`src/rtl/button_debouncer.sv`:
```
// Push-button conditioning: per-button 2-flop synchronizer, counter-based
// debounce FSM, and registered press strobe plus debounced level.

module button_debounce_lane #(
  parameter int DEBOUNCE_CYCLES = 1000000,
  parameter int CNT_BITS        = 20
) (
  input  logic clock,
  input  logic reset,
  input  logic btn_raw,
  output logic pulse,
  output logic level
);

  typedef enum logic [1:0] {
    RELEASED     = 2'd0,
    PRESS_PEND   = 2'd1,
    PRESSED      = 2'd2,
    RELEASE_PEND = 2'd3
  } state_e;

  localparam logic [CNT_BITS-1:0] CNT_LAST = CNT_BITS'(DEBOUNCE_CYCLES - 1);

  logic                sync1_q, sync2_q;
  state_e              state_q, state_d;
  logic [CNT_BITS-1:0] count_q, count_d;
  logic                pulse_q, pulse_d;
  logic                level_q, level_d;

  // Synchronizer: the FSM only ever looks at sync2_q.
  always_ff @(posedge clock or posedge reset) begin
    if (reset) begin
      sync1_q <= 1'b0;
      sync2_q <= 1'b0;
    end else begin
      sync1_q <= btn_raw;
      sync2_q <= sync1_q;
    end
  end

  always_ff @(posedge clock or posedge reset) begin
    if (reset) begin
      state_q <= RELEASED;
      count_q <= '0;
      pulse_q <= 1'b0;
      level_q <= 1'b0;
    end else begin
      state_q <= state_d;
      count_q <= count_d;
      pulse_q <= pulse_d;
      level_q <= level_d;
    end
  end

  // Pulse defaults low so it can only ever be one cycle wide.
  always_comb begin
    state_d = state_q;
    count_d = count_q;
    pulse_d = 1'b0;
    level_d = level_q;
    case (state_q)
      RELEASED: begin
        if (sync2_q) begin
          state_d = PRESS_PEND;
          count_d = '0;
        end
      end
      PRESS_PEND: begin
        if (!sync2_q) begin
          state_d = RELEASED;
        end else if (count_q == CNT_LAST) begin
          state_d = PRESSED;
          pulse_d = 1'b1;
          level_d = 1'b1;
        end else begin
          count_d = count_q + CNT_BITS'(1);
        end
      end
      PRESSED: begin
        if (!sync2_q) begin
          state_d = RELEASE_PEND;
          count_d = '0;
        end
      end
      RELEASE_PEND: begin
        if (sync2_q) begin
          state_d = PRESSED;
        end else if (count_q == CNT_LAST) begin
          state_d = RELEASED;
          level_d = 1'b0;
        end else begin
          count_d = count_q + CNT_BITS'(1);
        end
      end
      default: state_d = RELEASED;
    endcase
  end

  assign pulse = pulse_q;
  assign level = level_q;

endmodule

module button_debouncer #(
  parameter int N_BTN           = 3,
  parameter int DEBOUNCE_CYCLES = 1000000,
  parameter int CNT_BITS        = 20
) (
  input  logic             clock,
  input  logic             reset,
  input  logic [N_BTN-1:0] btn_in,
  output logic [N_BTN-1:0] btn_pulse,
  output logic [N_BTN-1:0] btn_level
);

  // Buttons are fully independent; one lane per bit.
  button_debounce_lane #(
    .DEBOUNCE_CYCLES(DEBOUNCE_CYCLES),
    .CNT_BITS       (CNT_BITS)
  ) u_lane [N_BTN-1:0] (
    .clock  (clock),
    .reset  (reset),
    .btn_raw(btn_in),
    .pulse  (btn_pulse),
    .level  (btn_level)
  );

endmodule

```
`config.mk`:
```
export PLATFORM = sky130hd
export DESIGN_NAME = button_debouncer
export DESIGN_NICKNAME = d
export VERILOG_FILES = /design/src/rtl/button_debouncer.sv
export SDC_FILE = /design/constraint.sdc
export NUM_CORES = 1
export LEC_CHECK = 0
export BUFFER_PORTS_ARGS = -buffer_cell sky130_fd_sc_hd__buf_2
export CELL_PAD_IN_SITES_DETAIL_PLACEMENT = 1
export CELL_PAD_IN_SITES_GLOBAL_PLACEMENT = 1
export CORE_ASPECT_RATIO = 0.5
export CORE_MARGIN = 4
export CORE_UTILIZATION = 53
export CTS_BUF_LIST = sky130_fd_sc_hd__clkbuf_16
export DETAILED_ROUTE_END_ITERATION = 10
export GPL_ROUTABILITY_DRIVEN = 0
export PLACE_DENSITY_LB_ADDON = 0.1
export SETUP_SLACK_MARGIN = 0.1
export SYNTH_ARGS = -nofsm -noshare
export SYNTH_HDL_FRONTEND = slang
export SYNTH_HIERARCHICAL = 1
export SYNTH_SLANG_ARGS = --single-unit
```
`constraint.sdc`:
```
create_clock -name clock -period 6 [get_ports clock]
set_input_delay 1.2 -clock clock [delete_from_list [all_inputs] [get_ports clock]]
set_output_delay 1.2 -clock clock [all_outputs]
set_load 0.02 [all_outputs]
```
# Yosys cells after proc, flatten, opt, wreduce, memory -nomap -nowiden
# Cells that the tools add are included.
[op_classes]
n_div = 0
n_mul = 0
n_eq_ne = 36
bitwise_logic = 0
n_addsub = 3
mux = 63
shifts = 0
magnitude_cmp = 0
n_reduce_logical = 15
[ops]
columns = ["cell", "n"]
rows = [
  ["$mux 20", 15],
  ["$pmux 20 s4", 3],
  ["$add 20x1->20 const B", 3],
  ["$eq 20x20->1 const B", 3],
  ["$mux 2", 18],
  ["$ne 2x1->1 const B", 12],
  ["$pmux 2 s4", 3],
  ["$reduce_and 4->1", 6],
  ["$mux 1", 21],
  ["$reduce_and 5->1", 3],
  ["$eq 2x2->1 const B", 6],
  ["$ne 2x2->1 const B", 6],
  ["$ne 3x1->1 const B", 3],
  ["$ne 3x3->1 const B", 3],
  ["$eq 2x1->1 const B", 3],
  ["$logic_not 2->1", 3],
  ["$pmux 1 s2", 3],
  ["$reduce_bool 2->1", 3],
]
[totals]
ff_bits = 78
rom_bits = 0
mem_bits_rw = 0
mem_count = 0
inputBits = 5
wordCells = 135
latch_bits = 0

# Logic depth before layout (Yosys ltp)
# Gate-level depths: netlist of the first run.
[depth]
depth_word = 4
mapped_depth = 8
depth_no_buf = 6

# By module
# Netlist of the first run, hierarchy kept.
[modules_own_cells]
columns = ["module", "seq_area_each_um2", "cells_per_inst", "area_per_inst_um2", "instances"]
rows = [
  ["button_debounce_lane (u_lane[0] ...)", 650.6, 150, 1428.9, 2],
  ["button_debounce_lane (u_lane[2])", 650.6, 152, 1396.3, 1],
]

# Worst setup path before layout of the first run
# Ideal clock, no wire load.
[synth_timing]
kind = "reg-to-reg"
from = "register u_lane[0].count_q[0]"
to = "register u_lane[0].count_q[8]"
synth_period_minus_slack_ps = 1880
slack_ps = 4120
stages_incl_launch_ff = 9
required_time_ps = 5879
arrival_ps = 1760
path_cell_list = "dfrtp_1 ha_1 nand3_2 or2_2 clkbuf_1 o311ai_2 buf_4 or3_1 o21ai_1"
[synth_between]
elab_chain_len = 4
word_cells_on_any_way = 6
[synth_lines]
columns = ["element", "line", "source"]
rows = [
  ["start: declaration", "26", "logic [CNT_BITS-1:0] count_q, count_d;"],
  ["start signal: assignment", "49", "count_q <= count_d;"],
  ["$add 20x1->20 / $eq 20x20->1 (equally long branches)", "-", ""],
  ["$mux 20 (*)", "71, 88", ""],
  ["$mux 20, on equally long branches", "86, 69", ""],
  ["$pmux 20 s4 (*)", "61", "case (state_q)"],
]
# Mark *: on every way between the ends. The rest lies on a longest branch, timed or not. The select of a mux whose other input is x is not followed.
# A chain may end at the register's enable or synchronous reset.

# Worst setup path in the final report of the first run
[layout_timing]
from = "register u_lane[1].state_q[0]"
to = "register u_lane[1].count_q[3]"
[layout_between]
elab_chain_len = 3
word_cells_on_any_way = 10
[layout_lines]
columns = ["element", "line", "source"]
rows = [
  ["start: declaration", "25", "state_e state_q, state_d;"],
  ["start signal: assignment", "48", "state_q <= state_d;"],
  ["$eq 2x2->1, or another cell as far along", "61", ""],
  ["$ne 2x2->1 (no source line) / $ne 2x1->1 (equally long branches)", "-", ""],
  ["$reduce_and 4->1 (no source line)", "-", ""],
  ["end signal: assignment", "49", ""],
  ["end: declaration", "26", ""],
]
# Parallel ways exist; a longest one is shown, timed or not.

==> flow_summary.json, run 1 <==
{
  "clk_transition_reported_paths_ns": 0.06,
  "post_synth_inst_count": 452,
  "num_clock_sinks": 78,
  "post_place_worst_slack_ns": 3.31,
  "cts_inserted_buffers": 9,
  "finalHoldViolCount": 0,
  "finalNetCount": 461,
  "grt_antenna_before_repair": 0,
  "hold_ws_ns": 0.349,
  "timing.hold.worst_endpoint": "u_lane[1]/sync2_q",
  "cellLeakagePower_nw": 1.91,
  "detailed_routing_iteration_count_for_the_pre_antenna_repair_pass": 4,
  "p_sw_share_pct": 22.0,
  "rr_startpoint": "u_lane[1]/state_q[0]",
  "p_seq_share_pct": 47.5,
  "cpMaxStageDelayCell": "sky130_fd_sc_hd__dfrtp_1",
  "placed_cell_area_um2": 4330,
  "status": "complete, no violations",
  "peakVddDrop_uv": 159,
  "syn2layout_area_growth_pct": 9.09,
  "num_antenna_cells": 0,
  "max-cap-violations": 0,
  "crit_path_max_incr_delay_ns": 0.82,
  "sum_of_internal_switching_and_leakage_power_mw": 1.17,
  "floorplan.initialDensity_pct": 56.2,
  "wl_mm": 10.4,
  "syn-cell-area_um2": 4250,
  "placementRows": 22,
  "placement.io_buffers": 10,
  "timing.fmax_mhz": 360,
  "postCtsHoldBufs": 0,
  "power_dens_cells_nw_per_um2": 251,
  "fin_util_pct": 61.3,
  "postCtsResizedCells": 0,
  "timing.reg2reg.worst_path_depth": 5,
  "synth_area_leaders": "sky130_fd_sc_hd__dfrtp_1 (46%), sky130_fd_sc_hd__nand3_1 (4.1%), sky130_fd_sc_hd__o21ai_0 (4.0%)",
  "synth-edff-count": 0,
  "clock_power_share_pct": 48.1,
  "worstMarginPinSlew_ns": 1.02,
  "worst_hold_path_type": "reg2reg",
  "average_detailed_routed_wire_length_per_instance_um": 18.4,
  "post_synthesis_mean_instance_area_um2": 9.41,
  "setup.worst_path.end_class": "register",
  "setup_slack_ns": 3.22,
  "yosysUniqueCellTypes": 48,
  "dieHeight_um": 71.4,
  "critical_path_cell_by_cell": "nand2_1, or4_4, o31ai_4, o21ai_0, o31ai_1",
  "synth.top_cell.area_share_pct": 45.9,
  "clock_tree.buffer_depth": 2,
  "placed_cells_incl_taps": 550,
  "layoutNonFillerInstCount": 566,
  "grt_use_total_pct": 23.4,
  "async_flop_share_pct": 100,
  "ant_nets": 0,
  "detailroute.via_count": 3522,
  "rr_endpoint": "u_lane[1]/count_q[3]",
  "avgViaCountPerCell": 6.22,
  "arrival_ns": 3.00,
  "fillers": 874,
  "comb_power_share_pct": 4.4,
  "critical_path.startpoint_type": "register",
  "postSynthRegisterBits": 78,
  "p_sw_mw": 0.256,
  "hold_start": "u_lane[1]/sync1_q",
  "post_cts_buffers": 0,
  "mostFrequentLayoutCell": "sky130_fd_sc_hd__dfrtp_1",
  "fin_tns_setup_ns": 0,
  "ys_seq_area_share_pct": 45.9,
  "dpl.hpwl_mm": 6.93,
  "design.core.area_um2": 7570,
  "clock_tree.root_cell": "sky130_fd_sc_hd__clkbuf_16",
  "finalSetupViolCount": 0,
  "timing_worst_setup_path_type": "reg2reg",
  "route.detailed.drc": 0,
  "hold_path_depth": 0,
  "drive_gt1_share_pct": 12.0,
  "worstSkewPairLatency_ns": 0.32,
  "dieArea_um2": 9610,
  "yosys.area.top_type": "sky130_fd_sc_hd__dfrtp_1",
  "power_report.internal_total_mw": 0.909,
  "horiz_die_dim_um": 135,
  "slew-limit-headroom_pct": 31.7,
  "fin_crit_sh_pct": 46.3,
  "number_of_primary_i_o_pins": 11,
  "cp.required_ns": 6.22,
  "critical_path.max_fanout": 23,
  "postLayoutCellArea_um2": 4640,
  "yosysWarningCount": 6,
  "first_global_vias": 3809,
  "global_route.overflow_total": 0,
  "cts_tree": "done",
  "htree_num_levels": 3,
  "grt_first_pass_wirelength_mm": 18.2,
  "timing.final.crit_period_ns": 2.78,
  "synth_nets": 460,
  "reg2reg_setup_slack_ns": 3.22,
  "layout.cells.most_common_list": "sky130_fd_sc_hd__dfrtp_1 (78), sky130_fd_sc_hd__nand2_1 (42), sky130_fd_sc_hd__nand3_1 (35), sky130_fd_sc_hd__o21ai_0 (34), sky130_fd_sc_hd__inv_1 (32)",
  "synth_ff_type": "sky130_fd_sc_hd__dfrtp_1",
  "drtIter0Drc": 148,
  "rsz0062_at_grt": "false",
  "final_count_of_pins_violating_max_slew": 0,
  "fin_worst_skew_ns": 0.00357,
  "grt_max_degree": 27
}
[flip-flops by register name (all words and copies together), names as in the netlist, named ones only]
register and cells:
u_lane/state_q 3, u_lane/level 3, u_lane/sync1_q 3, u_lane/count_q 60
u_lane/pulse 3, u_lane/sync2_q 3
[worst max path at each step]
| stage | startpoint | to | cells past startpoint |
|---|---|---|---|
| 2_1_floorplan | u_lane[0]/count_q[0] | u_lane[0]/count_q[8] | 8 |
| 3_3_place_gp | u_lane[1]/state_q[0] | u_lane[1]/count_q[19] | 5 |
| 3_5_place_dp | u_lane[0]/state_q[0] | u_lane[0]/count_q[2] | 4 |
| 4_1_cts | u_lane[1]/state_q[0] | u_lane[1]/count_q[3] | 5 |
| 5_1_grt | u_lane[1]/state_q[0] | u_lane[1]/count_q[6] | 5 |
| 6_report | u_lane[1]/state_q[0] | u_lane[1]/count_q[3] | 5 |
[critical path, delay by kind of cell (launching register included)]
family / cells / cell delay, ns
AOI/OAI and AO/OA: 3 / 1.12
and+or+nand+nor: 2 / 0.73
DFF: 1 / 0.82
[final cells by class]
class / instances / area [µm²] / share of cell area (%)
clock buffer: 9 / 225 / 4.85
clock inverter: 7 / 81.3 / 1.75
inverter: 30 / 113 / 2.43
multi-input combinational: 324 / 2080 / 44.9
sequential: 78 / 1950 / 42.1
tap: 108 / 135 / 2.91
timing repair buffer: 10 / 50.0 / 1.08
[cell usage after synthesis, types with 3 or more instances]
cell type / instances
sky130_fd_sc_hd__or2_2: 6
sky130_fd_sc_hd__o21ai_1: 10
sky130_fd_sc_hd__nor3_1: 3
sky130_fd_sc_hd__o41ai_1: 5
sky130_fd_sc_hd__nor4_1: 3
sky130_fd_sc_hd__nor2_1: 26
sky130_fd_sc_hd__ha_1: 3
sky130_fd_sc_hd__a22oi_1: 4
sky130_fd_sc_hd__clkbuf_1: 8
sky130_fd_sc_hd__inv_1: 30
sky130_fd_sc_hd__nand2_1: 42
sky130_fd_sc_hd__a21oi_1: 15
sky130_fd_sc_hd__a22o_1: 11
sky130_fd_sc_hd__nand4_1: 22
sky130_fd_sc_hd__a31oi_1: 5
sky130_fd_sc_hd__mux2_2: 8
sky130_fd_sc_hd__buf_4: 6
sky130_fd_sc_hd__buf_2: 6
sky130_fd_sc_hd__and2_1: 11
sky130_fd_sc_hd__o31ai_1: 17
sky130_fd_sc_hd__and4_1: 5
sky130_fd_sc_hd__xnor2_1: 3
sky130_fd_sc_hd__and3_1: 5
sky130_fd_sc_hd__or4b_1: 4
sky130_fd_sc_hd__nand3_1: 35
sky130_fd_sc_hd__dfrtp_1: 78
sky130_fd_sc_hd__o21ai_0: 34
sky130_fd_sc_hd__or4_4: 3
sky130_fd_sc_hd__or3_1: 11
sky130_fd_sc_hd__nand2b_1: 3
[power groups by stage]
stage	clock network (mW)	logic, mW	registers [mW]
after floorplan	0	0.0447	0.555
after global placement	0	0.0482	0.561
after detailed placement	0	0.0518	0.562
after CTS	0.571	0.0524	0.553
after global routing	0.605	0.0594	0.556
final	0.560	0.0513	0.554
[routing by layer]
metal / vias to the layer above / part of all wire [%] / GRT usage, %
met2: 51 / 52 / 42.5
met5: - / 0 / 0
met1: 1791 / 43 / 27.2
li1: 1666 / - / -
met4: 0 / 1.3 / 8.35
met3: 14 / 2.8 / 5.82
[logic make-up (layout without fill, tap and decap cells)]
group | count (synthesis) | count (layout) | synth area share, %
xor+xnor | 5 | 5 | 1.38
simple gates | 196 | 196 | 26.5
mux | 9 | 9 | 2.35
flops | 78 | 78 | 45.9
compound gates | 111 | 111 | 17.9
buf+inv | 50 | 56 | 5.12
fa+ha+maj | 3 | 3 | 0.882
(Power assumes the default switching activity.)
==> run 2: changes to the inputs <==
--- a/config.mk
+++ b/config.mk
@@ -5,12 +5,13 @@
 export SDC_FILE = /design/constraint.sdc
 export NUM_CORES = 1
 export LEC_CHECK = 0
+export ABC_AREA = 1
 export BUFFER_PORTS_ARGS = -buffer_cell sky130_fd_sc_hd__buf_2
 export CELL_PAD_IN_SITES_DETAIL_PLACEMENT = 1
 export CELL_PAD_IN_SITES_GLOBAL_PLACEMENT = 1
 export CORE_ASPECT_RATIO = 0.5
 export CORE_MARGIN = 4
-export CORE_UTILIZATION = 53
+export CORE_UTILIZATION = 47
 export CTS_BUF_LIST = sky130_fd_sc_hd__clkbuf_16
 export DETAILED_ROUTE_END_ITERATION = 10
 export GPL_ROUTABILITY_DRIVEN = 0
==> constraint.sdc (replaced) <==
create_clock -name clock -period 2.7 [get_ports clock]
set_input_delay 0.54 -clock clock [delete_from_list [all_inputs] [get_ports clock]]
set_output_delay 0.54 -clock clock [all_outputs]
set_load 0.02 [all_outputs]
==> run 2 against run 1 <==
Sequential share of layout area shrank 4.3 points. Clock-buffer cell count is the same. Clock skew grew 0.0019 ns.
==> flow_summary.json, run 2 <==
{
  "drtIter0Drc": 119,
  "finalNetCount": 658,
  "final_count_of_pins_violating_max_slew": 0,
  "largest_register_ffs": 60,
  "dpl.hpwl_mm": 8.38,
  "first_global_vias": 4050,
  "syn2layout_area_growth_pct": 7.27,
  "average_detailed_routed_wire_length_per_instance_um": 14.3,
  "worstMarginPinSlew_ns": 0.481,
  "synth_ff_type": "sky130_fd_sc_hd__dfrtp_1",
  "grt_use_total_pct": 20.6,
  "setup_slack_ns": 0.798,
  "cpMaxStageDelayCell": "sky130_fd_sc_hd__dfrtp_1",
  "yosys.area.top_type": "sky130_fd_sc_hd__dfrtp_1",
  "max-cap-violations": 0,
  "synth_nets": 644,
  "design.core.area_um2": 9730,
  "setup.worst_path.end_class": "register",
  "postSynthRegisterBits": 78,
  "horiz_die_dim_um": 151,
  "detailroute.via_count": 3967,
  "crit_path_max_incr_delay_ns": 0.43,
  "global_route.overflow_total": 0,
  "clk_transition_reported_paths_ns": 0.06,
  "synth-edff-count": 0,
  "cellLeakagePower_nw": 2.38,
  "slew-limit-headroom_pct": 67.7,
  "postCtsHoldBufs": 0,
  "post_synth_inst_count": 636,
  "critical_path.max_fanout": 12,
  "critical_path_cell_by_cell": "ha_1, nand3_1, nor2_2, nand3_4, nand3_2, inv_1, nand2_1, nand2_1",
  "yosys.cell_count.top_type": "sky130_fd_sc_hd__nand2_1",
  "clock_tree.buffer_depth": 2,
  "finalSetupViolCount": 0,
  "critical_path.startpoint_type": "register",
  "number_of_primary_i_o_pins": 11,
  "cts_tree": "done",
  "cts_inserted_buffers": 9,
  "peakVddDrop_uv": 247,
  "ant_nets": 0,
  "finalHoldViolCount": 0,
  "drive_gt1_share_pct": 14.6,
  "ys_seq_area_share_pct": 40.5,
  "wl_mm": 11.3,
  "grt_max_degree": 27,
  "yosysUniqueCellTypes": 30,
  "rsz0062_at_grt": "false",
  "path_common_cell": "sky130_fd_sc_hd__nand2_1",
  "post_place_worst_slack_ns": 0.787,
  "layout.cells.most_common_list": "sky130_fd_sc_hd__nand2_1 (204), sky130_fd_sc_hd__nor2_1 (79), sky130_fd_sc_hd__inv_1 (78), sky130_fd_sc_hd__dfrtp_1 (78), sky130_fd_sc_hd__o21ai_2 (36)",
  "timing.reg2reg.worst_path_depth": 8,
  "floorplan.initialDensity_pct": 49.6,
  "htree_num_levels": 3,
  "num_antenna_cells": 0,
  "most_flop_heavy_register": "u_lane/count_q",
  "fin_util_pct": 53.2,
  "mostFrequentLayoutCell": "sky130_fd_sc_hd__nand2_1",
  "timing.fmax_mhz": 526,
  "placementRows": 25,
  "reg2reg_setup_slack_ns": 0.80,
  "timing_worst_setup_path_type": "reg2reg",
  "clock_tree.root_cell": "sky130_fd_sc_hd__clkbuf_16",
  "route.detailed.drc": 0,
  "post_synthesis_mean_instance_area_um2": 7.58,
  "timing.final.crit_period_ns": 1.90,
  "fin_worst_skew_ns": 0.00549,
  "postCtsResizedCells": 0,
  "cp.required_ns": 2.93,
  "synth.top_cell.area_share_pct": 40.5,
  "num_clock_sinks": 78,
  "fin_crit_sh_pct": 70.5,
  "worst_hold_path_type": "in2async",
  "status": "complete, no violations",
  "async_flop_share_pct": 100,
  "placement.io_buffers": 10,
  "detailed_routing_iteration_count_for_the_pre_antenna_repair_pass": 4,
  "worstSkewPairLatency_ns": 0.33,
  "syn-cell-area_um2": 4820,
  "grt_first_pass_wirelength_mm": 19.5,
  "post_cts_buffers": 0,
  "power_dens_cells_nw_per_um2": 460,
  "synth_area_leaders": "sky130_fd_sc_hd__dfrtp_1 (40%), sky130_fd_sc_hd__nand2_1 (16%), sky130_fd_sc_hd__o21ai_2 (6.5%)",
  "yosysWarningCount": 6,
  "fin_tns_setup_ns": 0,
  "dieHeight_um": 79.6,
  "dieArea_um2": 12000,
  "arrival_ns": 2.13,
  "avgViaCountPerCell": 5.04,
  "netlist_top_cells_count": "sky130_fd_sc_hd__nand2_1 (204), sky130_fd_sc_hd__nor2_1 (79), sky130_fd_sc_hd__dfrtp_1 (78), sky130_fd_sc_hd__inv_1 (76), sky130_fd_sc_hd__o21ai_2 (36)",
  "grt_antenna_before_repair": 0
}
==> run 2: path summary, 6_finish.rpt <==
path                                      start                    end
max                        u_lane[1]/count_q[0]  u_lane[1]/count_q[17]
min                                       reset   u_lane[1]/count_q[2]
max reg2reg                u_lane[1]/count_q[0]  u_lane[1]/count_q[17]
min reg2reg                   u_lane[2]/sync1_q      u_lane[2]/sync2_q
max in group asynchronous                 reset   u_lane[0]/count_q[0]
min in group clock                    btn_in[2]      u_lane[2]/sync1_q
==> run 2: stage by stage <==
step	hold WS (ns)	instance area (µm²)	total power [mW]	std cells
detailed placement	0.338	4930	1.37	774
floorplan	0.331	4820	1.34	636
finish	0.298	5170	2.38	787
CTS	0.292	5170	2.43	787
global placement	0.334	4930	1.36	774
global route	0.297	5170	2.50	787
==> run 2: final cells by class <==
class,instances,area (µm²)
clock inverters,4,20.0
repair buffers,14,80.1
clock buffers,9,225
inverters,80,300
well taps,135,169
flip-flops and latches,78,1950
fillers,1238,4560
multi-input cells,467,2430
==> run 2: power breakdown <==
part	internal (mW)	switching (mW)
sequential	1.19	0.0299
clock	0.597	0.437
combinational	0.0327	0.0890
total	1.82	0.556
==> run 2: metal layers <==
layer  global-route usage (%)  vias up  wire length [µm]
met3                     4.59        9               226
met2                     37.9       25              5790
met5                        0        -                 0
met4                     4.88        0               134
met1                     24.4     1919              5100
li1                         -     2014                 -
==> run 2: worst max-delay path, delay by kind of cell, from the launching register on <==
kind                       cells  cell delay [ns]
and+or+nand+nor                6             0.98
buffers and inverters          1             0.17
adders and majority gates      1             0.22
DFF                            1             0.43
==> run 2: kinds of logic after synthesis <==
| kind of cell | count (synthesis) | synth area share (%) |
|---|---|---|
| simple gates | 381 | 35.2 |
| buf+inv | 91 | 9.21 |
| flops | 78 | 40.5 |
| compound gates | 50 | 8.15 |
| xor+xnor | 33 | 6.15 |
| fa+ha+maj | 3 | 0.778 |
